**src/rtl/single128_hw_accum_if.sv**
```systemverilog
// ============================================================================
// Module   : single128_hw_accum_if
// Brief    : Column-tag input and frame-result handshake bundle for the
//            128-bit single-column Hamming-weight accumulator.
// Revision : 1.0 - initial release
// ============================================================================
`default_nettype none

interface single128_hw_accum_if #(
   parameter int SUM_W = 16,
   parameter int CNT_W = 16
);
   logic             in_valid;
   logic             in_last;
   logic             last_ready;
   logic [7:0]       comp_out;
   logic             out_valid;
   logic             out_ready;
   logic [SUM_W-1:0] out_sum;
   logic [CNT_W-1:0] out_words;
   logic             out_ovf;

   modport master (
      output in_valid, in_last, comp_out, out_ready,
      input  last_ready, out_valid, out_sum, out_words, out_ovf
   );

   modport slave (
      input  in_valid, in_last, comp_out, out_ready,
      output last_ready, out_valid, out_sum, out_words, out_ovf
   );
endinterface

`default_nettype wire

```
**src/rtl/single128_hw_accum.sv**
```systemverilog
// ============================================================================
// Module   : single128_hw_accum
// Brief    : Sums per-column Hamming weights over a frame into a saturating
//            total plus column count, held in a one-entry result buffer.
// Revision : 1.0 - initial release
// ============================================================================
`default_nettype none

module single128_hw_accum #(
   parameter int COMP_LAT = 3,
   parameter int SUM_W    = 16,
   parameter int CNT_W    = 16
) (
   input  wire logic            clk,
   input  wire logic            rst_n,
   single128_hw_accum_if.slave  bus
);

   localparam int c_PW = $clog2(COMP_LAT + 2);

   logic [COMP_LAT-1:0] r_tag_v;
   logic [COMP_LAT-1:0] r_tag_l;

   logic [SUM_W-1:0]    r_acc_sum;
   logic [CNT_W-1:0]    r_acc_cnt;
   logic                r_acc_ovf;

   logic                r_out_valid;
   logic [SUM_W-1:0]    r_out_sum;
   logic [CNT_W-1:0]    r_out_words;
   logic                r_out_ovf;

   logic                w_arr_valid;
   logic                w_arr_last;
   logic [SUM_W:0]      w_sum_ext;
   logic [CNT_W:0]      w_cnt_ext;
   logic                w_sum_sat;
   logic                w_cnt_sat;
   logic [SUM_W-1:0]    w_sum_next;
   logic [CNT_W-1:0]    w_cnt_next;
   logic                w_ovf_next;
   logic                w_frame_end;
   logic                w_accept;
   logic                w_load;
   logic [c_PW-1:0]     w_pending;

   assign w_arr_valid = r_tag_v[COMP_LAT-1];
   assign w_arr_last  = r_tag_l[COMP_LAT-1];

   // One extra bit on each adder exposes the carry used as the clamp condition.
   assign w_sum_ext  = {1'b0, r_acc_sum} + (SUM_W+1)'(bus.comp_out);
   assign w_cnt_ext  = {1'b0, r_acc_cnt} + (CNT_W+1)'(1);
   assign w_sum_sat  = w_sum_ext[SUM_W];
   assign w_cnt_sat  = w_cnt_ext[CNT_W];
   assign w_sum_next = w_sum_sat ? {SUM_W{1'b1}} : w_sum_ext[SUM_W-1:0];
   assign w_cnt_next = w_cnt_sat ? {CNT_W{1'b1}} : w_cnt_ext[CNT_W-1:0];
   assign w_ovf_next = r_acc_ovf | w_sum_sat | w_cnt_sat;

   assign w_frame_end = w_arr_valid & w_arr_last;
   assign w_accept    = r_out_valid & bus.out_ready;
   assign w_load      = w_frame_end & (~r_out_valid | bus.out_ready);

   always_comb begin
      w_pending = c_PW'(r_out_valid);
      for (int i = 0; i < COMP_LAT; i++) begin
         w_pending = w_pending + c_PW'(r_tag_l[i]);
      end
   end

   assign bus.last_ready = (w_pending == c_PW'(0)) ||
                           ((w_pending == c_PW'(1)) && r_out_valid && bus.out_ready);

   always_ff @(posedge clk or negedge rst_n) begin
      if (!rst_n) begin
         r_tag_v <= '0;
         r_tag_l <= '0;
      end else begin
         r_tag_v[0] <= bus.in_valid;
         r_tag_l[0] <= bus.in_valid & bus.in_last;
         for (int i = 1; i < COMP_LAT; i++) begin
            r_tag_v[i] <= r_tag_v[i-1];
            r_tag_l[i] <= r_tag_l[i-1];
         end
      end
   end

   always_ff @(posedge clk or negedge rst_n) begin
      if (!rst_n) begin
         r_acc_sum <= '0;
         r_acc_cnt <= '0;
         r_acc_ovf <= 1'b0;
      end else if (w_arr_valid) begin
         if (w_arr_last) begin
            r_acc_sum <= '0;
            r_acc_cnt <= '0;
            r_acc_ovf <= 1'b0;
         end else begin
            r_acc_sum <= w_sum_next;
            r_acc_cnt <= w_cnt_next;
            r_acc_ovf <= w_ovf_next;
         end
      end
   end

   // A frame end that finds the buffer full and not draining is dropped.
   always_ff @(posedge clk or negedge rst_n) begin
      if (!rst_n) begin
         r_out_valid <= 1'b0;
         r_out_sum   <= '0;
         r_out_words <= '0;
         r_out_ovf   <= 1'b0;
      end else if (w_load) begin
         r_out_valid <= 1'b1;
         r_out_sum   <= w_sum_next;
         r_out_words <= w_cnt_next;
         r_out_ovf   <= w_ovf_next;
      end else if (w_accept) begin
         r_out_valid <= 1'b0;
         r_out_sum   <= '0;
         r_out_words <= '0;
         r_out_ovf   <= 1'b0;
      end
   end

   assign bus.out_valid = r_out_valid;
   assign bus.out_sum   = r_out_sum;
   assign bus.out_words = r_out_words;
   assign bus.out_ovf   = r_out_ovf;

   a_last_credit: assert property (@(posedge clk) disable iff (!rst_n)
      !(bus.in_valid && bus.in_last && !bus.last_ready));

endmodule

`default_nettype wire

```
**src/flat_wrapper.sv**
```systemverilog
// flat-port wrapper written by rule: the top's interface ports become plain ports
module single128_hw_accum_flat 
#(
   parameter int COMP_LAT = 3,
   parameter int SUM_W    = 16,
   parameter int CNT_W    = 16
)
  (clk, rst_n, bus_in_valid, bus_in_last, bus_comp_out, bus_out_ready, bus_last_ready, bus_out_valid, bus_out_sum, bus_out_words, bus_out_ovf);
  single128_hw_accum_if #(.SUM_W(SUM_W), .CNT_W(CNT_W)) bus_i ();
  input  wire logic clk;
  input  wire logic rst_n;
  input wire logic [$bits(bus_i.in_valid)-1:0] bus_in_valid;
  input wire logic [$bits(bus_i.in_last)-1:0] bus_in_last;
  input wire logic [$bits(bus_i.comp_out)-1:0] bus_comp_out;
  input wire logic [$bits(bus_i.out_ready)-1:0] bus_out_ready;
  output wire logic [$bits(bus_i.last_ready)-1:0] bus_last_ready;
  output wire logic [$bits(bus_i.out_valid)-1:0] bus_out_valid;
  output wire logic [$bits(bus_i.out_sum)-1:0] bus_out_sum;
  output wire logic [$bits(bus_i.out_words)-1:0] bus_out_words;
  output wire logic [$bits(bus_i.out_ovf)-1:0] bus_out_ovf;
  assign bus_i.in_valid = bus_in_valid;
  assign bus_i.in_last = bus_in_last;
  assign bus_i.comp_out = bus_comp_out;
  assign bus_i.out_ready = bus_out_ready;
  assign bus_last_ready = bus_i.last_ready;
  assign bus_out_valid = bus_i.out_valid;
  assign bus_out_sum = bus_i.out_sum;
  assign bus_out_words = bus_i.out_words;
  assign bus_out_ovf = bus_i.out_ovf;
  single128_hw_accum #(.COMP_LAT(COMP_LAT), .SUM_W(SUM_W), .CNT_W(CNT_W)) u_core (.clk(clk), .rst_n(rst_n), .bus(bus_i));
endmodule
```
**config.mk**
```make
export PLATFORM = sky130hd
export DESIGN_NAME = single128_hw_accum_flat
export DESIGN_NICKNAME = d
export VERILOG_FILES = /design/src/rtl/single128_hw_accum_if.sv /design/src/rtl/single128_hw_accum.sv /design/src/flat_wrapper.sv
export SDC_FILE = /design/constraint.sdc
export NUM_CORES = 1
export LEC_CHECK = 0
export ABC_AREA = 1
export BUFFER_PORTS_ARGS = -buffer_cell sky130_fd_sc_hd__clkbuf_2
export CAP_MARGIN = 20
export CORE_MARGIN = 8
export CORE_UTILIZATION = 58
export DETAILED_ROUTE_END_ITERATION = 10
export PLACE_DENSITY = 0.91
export SYNTH_ARGS = -nofsm -noshare
export SYNTH_HDL_FRONTEND = slang
export SYNTH_SLANG_ARGS = --single-unit
```
**constraint.sdc**
```tcl
create_clock -name clk -period 2.4 [get_ports clk]
set_input_delay 0.6 -clock clk [delete_from_list [all_inputs] [get_ports clk]]
set_output_delay 0.6 -clock clk [all_outputs]
set_load 0.05 [all_outputs]
```
# Yosys cells after proc, flatten, opt, wreduce, memory -nomap -nowiden
# Cells that the tools add are included.
# word_totals
reg_bits	73
in_bits	13
out_inout_bits	35
elab_cells	39
# classes
add_sub_neg	5
eq_ne	1
muxes	11
n_bitwise	8
n_reduce_logical	5
# ops
operator	count
16-bit two-way mux	7
16-bit by 1-bit adder with 17-bit output (second input constant)	1
16-bit by 8-bit adder with 17-bit output	1
3-bit by 1-bit adder with 3-bit output	2
1-bit AND	4
1-bit two-way mux	4
3-bit by 1-bit == test with 1-bit output (second input constant)	1
3-bit logical NOT	1
1-bit OR	3
1-bit by 1-bit adder with 2-bit output	1
1-bit logical AND	2
2-bit nonzero test	1
1-bit logical OR	1
1-bit NOT	1

# Longest topological paths before layout
# Gate-level depths: netlist of the first run.
# depth
word_depth	7
ltp_mapped	12
depth_no_buf	12

# Least setup slack after synthesis of the first run
# OpenSTA, ideal clock, no wires.
# synth_path
path_kind	reg-to-output
start	reg u_core.r_out_valid, in the netlist u_core.bus.out_valid
end	out bus_last_ready
arrival_ns	2.046
required_ns	1.800
slack_ns	-0.246
stages_incl_launch_ff	9
n_path_buf	0
path_cell_list	dfrtp_1 > ha_1 > inv_1 > fa_1 > inv_1 > ha_1 > nor2_1 > o21ai_0 > inv_1
# synth_between
elab_chain_cells	7
word_cells_on_any_way	8
cone_classes	add/sub: 3; eq/ne: 1; reduce/logical: 4
# synth_lines
element	line	source
from (decl)	single128_hw_accum.sv:28	logic r_out_valid;
from (signal assigned)	single128_hw_accum.sv:108	r_out_valid <= 1'b0;
from (signal assigned)	single128_hw_accum.sv:113	r_out_valid <= 1'b1;
from (signal assigned)	single128_hw_accum.sv:118	r_out_valid <= 1'b0;
1-bit by 1-bit adder with 2-bit output	single128_hw_accum.sv:66	w_pending = w_pending + c_PW'(r_tag_l[i]);
3-bit by 1-bit adder with 3-bit output (2 in a row)	single128_hw_accum.sv:66	
3-bit by 1-bit == test with 1-bit output	single128_hw_accum.sv:71	((w_pending == c_PW'(1)) && r_out_valid && bus.out_ready);
1-bit logical AND (2 in a row)	single128_hw_accum.sv:71	
1-bit logical OR *	single128_hw_accum.sv:70	assign bus.last_ready = (w_pending == c_PW'(0)) ||
to (decl)	flat_wrapper.sv:16	output wire logic [$bits(bus_i.last_ready)-1:0] bus_last_ready;
# Every way passes the cells marked *; elsewhere a longest branch is shown, timed or not.

# Worst setup path after layout of the first run
# Ends and elaborated chain as after synthesis.

==> flow_summary_export.csv, run 1 <==
group,metric,value,unit
logic_synthesis,synth.yosys.seq_area_share,46.0,%
timing,min_period,2640,ps
status,status,"finished with violations",
power_and_ir_drop,p_leak,0.00261,uW
timing,maxSlewHeadroom,74.2,%
global_route,grt-ovfl-total,0,
clock_network,clkSinkCount,73,
logic_synthesis,ys_seq_elements,73,
drt,drt_iter0_markers,271,
floorplan,initial_utilization,59.2,%
timing,clock.fmax,378,MHz
global_route,antenna_found_initial,0,
timing,skew,10.4,ps
cells_and_area,stdcell_count,673,
timing,worst_pin_slew,387,ps
cells_and_area,final_common_cell,"nand2_1",
power_and_ir_drop,powerDensity,836,nW/um^2
floorplan,dieArea,9760,sq um
clock_network,h-tree-depth,3,
timing,finalSetupTns,-245,ps
drt,wl,8.95,mm
timing,setup_violations,1,
logic_synthesis,syn_area,3980,sq um
cells_and_area,nNetsFinal,614,
global_route,grt_pass1_vias,3523,
power_and_ir_drop,peakVddDrop,0.641,mV
global_route,use_met1,23.8,%
cells_and_area,synthToLayoutAreaGrowth,14.7,%
clock_network,worstSkewPairLatency,350,ps
worst_setup_path,cp_data_arrival_time,2040,ps
logic_synthesis,synth_top_area_share,46.0,%
drt,wl_per_cell,13.3,um
clock_network,root_buffer,"clkbuf_8",
placement,dpl.hpwl,6.31,mm
clock_network,cts_buffer_depth,2,
worst_setup_path,crit_type,"flip-flop to primary output",
cells_and_area,n_antenna_cell,0,
cells_and_area,drive_above_1_share,17.2,%
timing,slew_viol_final,0,
clock_network,clk_pin_slew,80,ps
global_route,top_usage_layer,"met2",
worst_setup_path,cp.required,1800,ps
timing,hold_violations,0,
drt,drc_errors,0,
placement,place_ws,-19.0,ps
drt,ant_nets,0,
status,violations,"negative setup slack",
timing,grt_setup_unrepaired,"true",
floorplan,num_rows,30,
floorplan,core_area,6720,sq um
worst_setup_path,start_kind,"flip-flop",
logic_synthesis,yosys_warnings,0,
floorplan,die_w,98.8,um
logic_synthesis,synth_top_area_cell,"dfrtp_1",
placement,placed_cells,656,
worst_setup_path,rr_worst_depth,10,
clock_network,numCtsBuffers,9,
drt,drt-vias-per-instance,5.34,
logic_synthesis,synth_area_leaders,"dfrtp_1, nand2_1, nand3_1",
drt,routed-via-count,3592,
worst_setup_path,critPathCaptureType,"primary output",
global_route,grt_use_total,19.3,%
global_route,grt_max_degree,74,
global_route,grt_util_met2,30.3,%
worst_setup_path,worstPathMaxFanout,2,
cells_and_area,mostFrequentLayoutCells,"nand2_1, dfrtp_1, clkbuf_2, inv_1, nand3_1",
floorplan,fp.dieH,98.8,um
placement,port_buffers,47,
clock_network,cts_tree,"yes",
logic_synthesis,syn_area_per_cell,7.44,sq um
drt,drt_first_pass_iters,5,
logic_synthesis,syn_nets,560,
flow_run,max_cap_violations,0,
timing,setup_ws,-245,ps
logic_synthesis,synth_cell_type_count,35,
timing,hold_slack,246,ps
floorplan,io_pins,48,
timing,finalCritPeriodShare,110,%
global_route,grt_util_met3,4.02,%
worst_hold_path,min_path_type,"input port to asynchronous set/reset pin",
global_route,grt_pass1_wl,15.5,mm
placement,place_congestion,0.933,
logic_synthesis,syn-instance-count,534,
==> layer usage <==
| metal | vias up | part of all wire [%] |
|---|---|---|
| li1 | 1772 | - |
| met1 | 1695 | 44 |
| met2 | 106 | 47 |
| met3 | 19 | 6.1 |
| met4 | 0 | 2.3 |
| met5 | - | 0 |
==> cells in the mapped netlist, drive strengths merged <==
cell type  number
ha             11
or2             6
and2            1
o21ai          15
nand4           7
buf             8
nor2           25
a21o            1
inv            48
a21oi           2
o21bai          1
dfrtp          73
clkinv          1
nor3           11
nand3          42
clkbuf          5
nand3b          5
a31oi           1
xor2            4
fa              2
nand2         265
==> metrics by stage <==
| stage | util, % | total power (uW) | area [sq um] |
|---|---|---|---|
| final | 67.8 | 3810 | 4560 |
| after detailed placement | 64.6 | 2860 | 4340 |
| after floorplan | - | 2520 | 3990 |
| after global routing | 67.8 | 4040 | 4560 |
| after global placement | 64.6 | 2820 | 4340 |
| after CTS | 67.7 | 3820 | 4550 |
==> what timing repair did <==
action / in CTS / in global routing
setup endpoints to repair: 1 / 1
gates resized for setup: 1 / 3
hold endpoints to repair: 0 / 0
setup buffers: 1 / 0
pin swaps: 3 / 4
hold buffers: 0 / 0
==> report_power, final <==
part           leakage (uW)  switching (uW)  internal (uW)
Sequential         0.000980             144           1410
Clock             0.0000971             468            484
Combinational       0.00154             909            398
Total               0.00261            1520           2290
==> flip-flops by register name (all words and copies together), names as in the netlist <==
register,count
u_core.bus.out_sum,16
u_core.bus.out_words,16
u_core.r_acc_cnt,16
u_core.r_acc_sum,16
u_core.r_tag_l,3
u_core.r_tag_v,3
u_core.bus.out_ovf,1
u_core.bus.out_valid,1
u_core.r_acc_ovf,1
==> cells by family (layout without fill, tap and decap cells) <==
kind of cell,count (synthesis),in the layout,share of synthesized area (%)
xor gates and xnor gates,4,4,0.881
DFF,73,73,46.0
and+or+nand+nor,362,362,39.6
AOI/OAI and AO/OA,20,20,2.68
buffers and inverters,62,121,6.42
adders and majority gates,13,13,4.47
==> final cells by class <==
type / instances / area, sq um
clock buffer: 10 / 128
clock inverter: 6 / 65.1
fill: 541 / 2160
inverter: 49 / 184
multi-input combinational: 399 / 1920
sequential: 73 / 1830
tap: 80 / 100
timing repair buffer: 56 / 330
==> path summary, 6_finish.rpt <==
kind | start | to | slack (ps)
max in group asynchronous | rst_n | u_core.r_acc_cnt[4] | 1830
worst max-delay path | u_core.bus.out_valid | bus_last_ready | -240
worst max register to register | u_core.r_acc_sum[0] | u_core.r_acc_sum[8] | 280
worst min-delay path | rst_n | u_core.r_acc_sum[4] | 250
min in group clk | u_core.r_tag_v[0] | u_core.r_tag_v[1] | 350
worst min register to register | u_core.r_tag_v[0] | u_core.r_tag_v[1] | 350
==> worst max-delay path, cell delays in order (launching register included) <==
cell     delay, ps
dfrtp_2        430
ha_4           270
inv_2           30
fa_2           340
inv_2           70
ha_4           190
nor2_1          70
o21ai_1         80
inv_2           70
buf_12         130
Note: power is estimated with default switching activity, not from simulation.
==> run 2, diff against run 1 <==
--- a/config.mk
+++ b/config.mk
@@ -5,7 +5,6 @@
 export SDC_FILE = /design/constraint.sdc
 export NUM_CORES = 1
 export LEC_CHECK = 0
-export ABC_AREA = 1
 export BUFFER_PORTS_ARGS = -buffer_cell sky130_fd_sc_hd__clkbuf_2
 export CAP_MARGIN = 20
 export CORE_MARGIN = 8
==> run 2 against run 1 <==
  * Critical path depth shrank 2
  * Power grew 17%
  * Highest routed layer unchanged
  * Die area shrank 1.1%
  * The flow still finishes with violations (negative setup slack)
  * Non-clock buffer count grew 13
  * Global-route usage grew 2.1 points
  * Setup slack gained 37 ps
==> flow_summary_export.csv, run 2 <==
group,metric,value,unit
status,status,"finished with violations",
status,violations,"negative setup slack",
floorplan,num_rows,30,
global_route,top_usage_layer,"met2",
drt,routed-via-count,3522,
timing,clock.fmax,384,MHz
timing,min_period,2610,ps
drt,drt-vias-per-instance,6.39,
cells_and_area,final_util,70.1,%
logic_synthesis,yosysMostFrequentCell,"dfrtp_1",
placement,dpl.hpwl,6.45,mm
power_and_ir_drop,powerDensity,952,nW/um^2
logic_synthesis,synthTopCellsByCount,"dfrtp_1, nand2_1, a21oi_1",
global_route,grt_max_degree,74,
floorplan,core_area,6680,sq um
timing,grt_setup_unrepaired,"true",
placement,place_congestion,0.908,
cells_and_area,drive_above_1_share,22.7,%
floorplan,dieArea,9650,sq um
clock_network,hold_buffers,0,
clock_network,clkSinkCount,73,
cells_and_area,synthToLayoutAreaGrowth,19.4,%
worst_setup_path,cp_data_arrival_time,2010,ps
logic_synthesis,syn-instance-count,411,
clock_network,clk_pin_slew,80,ps
placement,dpl_cell_area,4390,sq um
power_and_ir_drop,peakVddDrop,0.518,mV
floorplan,fp.dieH,98.2,um
worst_setup_path,worstPathMaxFanout,2,
logic_synthesis,syn_area_per_cell,9.54,sq um
floorplan,io_pins,48,
global_route,grt_util_met3,4.84,%
clock_network,worstSkewPairLatency,350,ps
clock_network,h-tree-depth,3,
clock_network,cts_tree,"yes",
timing,setup_ws,-207,ps
timing,hold_violations,0,
clock_network,numCtsBuffers,9,
timing,skew,6.38,ps
timing,hold_slack,251,ps
logic_synthesis,postSynth.asyncResetShare,100,%
global_route,grt-ovfl-total,0,
global_route,use_met1,27.6,%
logic_synthesis,synth_top_area_share,46.6,%
logic_synthesis,yosys_warnings,0,
timing,slew_viol_final,0,
drt,drc_errors,0,
global_route,antenna_found_initial,0,
logic_synthesis,synth_edf_count,0,
worst_setup_path,worstReg2RegEnd,"u_core.r_acc_sum[10]",
global_route,grt_pass1_vias,3471,
drt,wl_per_cell,17.9,um
clock_network,cts_buffer_depth,2,
drt,wl,9.89,mm
logic_synthesis,syn_area,3920,sq um
global_route,grt_util_met2,33.7,%
timing,worst_pin_slew,611,ps
flow_run,max_cap_violations,0,
cells_and_area,stdcell_area,4680,sq um
drt,drt_first_pass_iters,5,
worst_setup_path,cp.required,1800,ps
logic_synthesis,syn_nets,437,
worst_setup_path,rr_worst_depth,7,
timing,finalCritPeriodShare,109,%
cells_and_area,fillCellCount,485,
drt,ant_nets,0,
drt,drt_iter0_markers,330,
cells_and_area,n_antenna_cell,0,
floorplan,initial_utilization,58.7,%
logic_synthesis,yosys_most_used_dff,"dfrtp_1",
worst_setup_path,rr_startpoint,"u_core.r_acc_sum[0]",
logic_synthesis,synth_area_leaders,"dfrtp_1, a21oi_1, nand2_1",
worst_setup_path,r2r_slack,110,ps
logic_synthesis,synth_cell_type_count,55,
clock_network,root_buffer,"clkbuf_8",
global_route,grt_use_total,21.3,%
power_and_ir_drop,p_leak,0.00225,uW
cells_and_area,nNetsFinal,492,
global_route,grt_pass1_wl,16.9,mm
logic_synthesis,synth.yosys.seq_area_share,46.6,%
cells_and_area,mostFrequentLayoutCells,"dfrtp_1, nand2_1, clkbuf_2, a21oi_1, o21ai_0",
cells_and_area,seq_area,1830,sq um
worst_setup_path,start_kind,"flip-flop",
logic_synthesis,ys_seq_elements,73,
worst_setup_path,crit_type,"flip-flop to primary output",
cells_and_area,multi_input_area,1990,sq um
worst_setup_path,critPathCaptureType,"primary output",
timing,setup_violations,1,
worst_hold_path,min_path_type,"input port to asynchronous set/reset pin",
floorplan,die_w,98.2,um
placement,port_buffers,47,
timing,maxSlewHeadroom,59.3,%
logic_synthesis,synth_top_area_cell,"dfrtp_1",
cells_and_area,final_common_cell,"dfrtp_1",
run 2: cell count changes in the layout (fill, tap and decap cells not counted), moves of 6 or more:
cell / before / now
buf_4: 8 / 19
o22ai_1: 0 / 9
a31oi_1: 1 / 8
and2_1: 1 / 8
a21o_1: 1 / 9
o211ai_1: 0 / 7
inv_1: 42 / 13
nor3_1: 8 / 2
xnor2_1: 0 / 7
a21oi_1: 2 / 39
nand2_1: 261 / 46
nand3_1: 37 / 13
o21ai_0: 10 / 34
run 2: cells by family (layout without fill, tap and decap cells):
| kind of cell | Yosys count | in the layout | synth area share [%] |
|---|---|---|---|
| xor gates and xnor gates | 16 | 16 | 3.57 |
| adders and majority gates | 13 | 13 | 4.53 |
| buffers and inverters | 41 | 101 | 4.47 |
| DFF | 73 | 73 | 46.6 |
| muxes | 4 | 4 | 1.02 |
| AOI/OAI and AO/OA | 148 | 148 | 24.2 |
| and+or+nand+nor | 116 | 116 | 15.6 |
run 2: per-layer routing:
| layer | vias up | wire [um] |
|---|---|---|
| met5 | - | 0 |
| met2 | 193 | 4700 |
| met1 | 1699 | 4120 |
| met4 | 0 | 247 |
| li1 | 1608 | - |
| met3 | 22 | 824 |
run 2: stage by stage:
step / setup TNS [ps] / std cells / setup WS (ps) / total power, uW
after floorplan: -101 / 411 / -101 / 2740
final: -207 / 551 / -207 / 4460
after detailed placement: -4920 / 534 / -238 / 3200
after CTS: -226 / 551 / -226 / 4430
after global routing: -269 / 551 / -269 / 4690
after global placement: -3240 / 534 / -171 / 3140
run 2: final cells by class:
type                    instances  share of cell area [%]
repair buffers                 69                    9.68
flip-flops and latches         73                    39.1
clock inverters                 4                    2.11
clock buffers                  12                    3.31
multi-input cells             297                    42.4
well taps                      80                    2.14
inverters                      16                    1.28
run 2: what timing repair did:
item | in CTS | in global routing
endpoints found under the setup margin | 2 | 30
resized for setup | 2 | 4
pin swaps | 0 | 1
setup buffers | 1 | 0
hold endpoints to repair | 0 | 0
run 2: worst max-delay path by stage:
stage	endpoint	from	slack (ps)
2_1_floorplan	bus_last_ready	u_core.bus.out_valid	-100
3_3_place_gp	u_core.bus.out_ovf	bus_comp_out[0]	-170
3_5_place_dp	u_core.bus.out_sum[5]	bus_comp_out[0]	-240
4_1_cts	bus_last_ready	u_core.bus.out_valid	-230
5_1_grt	bus_last_ready	u_core.bus.out_valid	-270
6_report	bus_last_ready	u_core.bus.out_valid	-210
run 2: power by group:
group	internal (uW)	switching [uW]	leakage (uW)
registers	1430	191	0.000970
clock network	750	462	0.000127
logic	583	1030	0.00115
run 2: worst max-delay path, stage by stage, from the launching register on:
cell and delay (ps):
dfrtp_2 430, ha_4 270, inv_2 30, fa_2 320
inv_2 70, ha_4 190, nor3_4 190, buf_12 160
==> run 3, diff against run 2 <==
--- a/config.mk
+++ b/config.mk
@@ -8,9 +8,11 @@
 export BUFFER_PORTS_ARGS = -buffer_cell sky130_fd_sc_hd__clkbuf_2
 export CAP_MARGIN = 20
 export CORE_MARGIN = 8
-export CORE_UTILIZATION = 58
+export CORE_UTILIZATION = 60
+export CTS_BUF_LIST = sky130_fd_sc_hd__clkbuf_4
 export DETAILED_ROUTE_END_ITERATION = 10
-export PLACE_DENSITY = 0.91
+export GPL_ROUTABILITY_DRIVEN = 0
+export PLACE_DENSITY = 0.93
 export SYNTH_ARGS = -nofsm -noshare
 export SYNTH_HDL_FRONTEND = slang
 export SYNTH_SLANG_ARGS = --single-unit
==> run 3 against run 2 <==
  * The flow still finishes with violations (negative setup slack)
  * Sequential cell count unchanged
  * Highest routed layer unchanged
  * Sequential share of layout area decreased by 0.27 points
  * Register-to-register slack got worse by 50 ps
  * Hold slack got worse by 83 ps
  * Largest cell class unchanged
  * Core utilization increased by 4.2 points
  * Clock-buffer cell count decreased by 3
  * Power decreased by 4.1%
  * Critical endpoint unchanged
  * First-iteration DRC count increased by 20%
  * Critical path depth unchanged
  * Clock skew increased by 5.7 ps
  * Largest power group is now combinational cells
  * Non-clock buffer count increased by 12
==> flow_summary_export.csv, run 3 (synthesis results as in run 2) <==
group,metric,value,unit
status,status,"finished with violations",
status,violations,"negative setup slack",
power_and_ir_drop,peakVddDrop,0.802,mV
global_route,grt_use_total,21.8,%
timing,min_period,2710,ps
timing,finalSetupTns,-313,ps
placement,dpl.hpwl,6.96,mm
timing,finalCritPeriodShare,113,%
worst_setup_path,worstPathMaxFanout,2,
clock_network,root_buffer,"clkbuf_4",
cells_and_area,nNetsFinal,504,
clock_network,numCtsBuffers,9,
clock_network,clk_pin_slew,120,ps
worst_setup_path,critPathCaptureType,"primary output",
cells_and_area,fillCellCount,432,
placement,port_buffers,47,
cells_and_area,mostFrequentLayoutCells,"dfrtp_1, nand2_1, clkbuf_2, a21oi_1, o21ai_0",
timing,slew_viol_final,0,
flow_run,max_cap_violations,0,
global_route,antenna_found_initial,0,
floorplan,num_rows,29,
floorplan,die_w,96.8,um
power_and_ir_drop,powerDensity,907,nW/um^2
floorplan,fp.dieH,96.8,um
placement,place_ws,-378,ps
timing,clock.fmax,369,MHz
drt,drt_iter0_markers,395,
drt,drt-vias-per-instance,6.47,
worst_setup_path,cp.required,1800,ps
worst_setup_path,crit_type,"flip-flop to primary output",
timing,maxSlewHeadroom,56.6,%
worst_setup_path,rr_startpoint,"u_core.r_acc_sum[7]",
worst_setup_path,worstReg2RegEnd,"u_core.r_acc_sum[10]",
global_route,grt_pass1_wl,17.1,mm
clock_network,cts_tree,"yes",
floorplan,io_pins,48,
floorplan,initial_utilization,61.8,%
cells_and_area,synthToLayoutAreaGrowth,20.2,%
global_route,grt-ovfl-total,0,
worst_setup_path,r2r_slack,60,ps
drt,wl,10.8,mm
power_and_ir_drop,p_leak,0.00230,uW
global_route,grt_pass1_vias,3503,
clock_network,worstSkewPairLatency,430,ps
cells_and_area,final_common_cell,"dfrtp_1",
timing,setup_ws,-313,ps
clock_network,hold_buffers,0,
cells_and_area,drive_above_1_share,26.3,%
cells_and_area,n_antenna_cell,0,
clock_network,clkSinkCount,73,
clock_network,h-tree-depth,3,
timing,hold_violations,0,
drt,routed-via-count,3616,
worst_setup_path,cp_data_arrival_time,2110,ps
drt,ant_nets,0,
drt,wl_per_cell,19.3,um
worst_setup_path,rr_worst_depth,6,
timing,worst_pin_slew,650,ps
timing,setup_violations,1,
global_route,grt_max_degree,74,
clock_network,cts_buffer_depth,2,
worst_setup_path,start_kind,"flip-flop",
timing,skew,12.0,ps
worst_hold_path,min_path_type,"input port to asynchronous set/reset pin",
drt,drt_first_pass_iters,6,
floorplan,core_area,6350,sq um
floorplan,dieArea,9380,sq um
drt,drc_errors,0,
timing,grt_setup_unrepaired,"true",
## run 3: cell types whose count changed in the layout (fill, tap and decap cells not counted), sizes merged
cell / change
clkbuf: -3
buf: +12
bufinv: -1
clkinv: +3
## run 3: layout make-up
class	count	area [sq um]	share of cell area, %
Inverter	16	60.1	1.27
Tap cell	77	96.3	2.04
Sequential cell	73	1830	38.8
Multi-Input combinational cell	297	2030	43.2
Timing Repair Buffer	81	543	11.5
Clock buffer	9	67.6	1.43
Clock inverter	6	83.8	1.78
## run 3: through the flow
stage | instances | hold slack, ps | area [sq um] | total power [uW] | util, %
2_1_floorplan | 411 | 304 | 3960 | 2740 | -
3_3_place_gp | 537 | 333 | 4430 | 3160 | 69.8
3_5_place_dp | 537 | 339 | 4430 | 3250 | 69.8
4_1_cts | 554 | 183 | 4610 | 4120 | 72.7
5_1_grt | 559 | 191 | 4710 | 4480 | 74.2
6_report | 559 | 167 | 4710 | 4270 | 74.2
## run 3: worst max path at each step
stage | startpoint | to | slack (ps) | cells after the start
6_report | u_core.bus.out_valid | bus_last_ready | -310 | 7
5_1_grt | u_core.bus.out_valid | bus_last_ready | -390 | 7
4_1_cts | u_core.r_tag_l[0] | bus_last_ready | -340 | 7
3_5_place_dp | bus_comp_out[0] | u_core.r_acc_sum[8] | -380 | 8
3_3_place_gp | bus_comp_out[0] | u_core.r_acc_sum[10] | -220 | 8
2_1_floorplan | u_core.bus.out_valid | bus_last_ready | -100 | 6
## run 3: worst max-delay path, stage by stage (launching register included)
cell and delay (ps):
dfrtp_2 440, ha_4 270, inv_2 30, fa_2 320
inv_2 70, ha_4 200, nor3_4 200, buf_12 160
## run 3: per-layer routing
layer | share of wire (%) | global-route usage (%)
met5 | 0 | 0
met2 | 48 | 33.8
met3 | 8.6 | 5.90
met1 | 40 | 28.0
met4 | 3.1 | 8.88
## run 3: power by group
part,internal [uW],switching (uW)
Combinational,653,1140
Sequential,1430,201
Clock,413,437
## run 3: what timing repair did
action / in CTS / in global routing
setup buffers: 2 / 5
pin swaps: 0 / 5
resized for setup: 3 / 13
setup endpoints to repair: 9 / 31
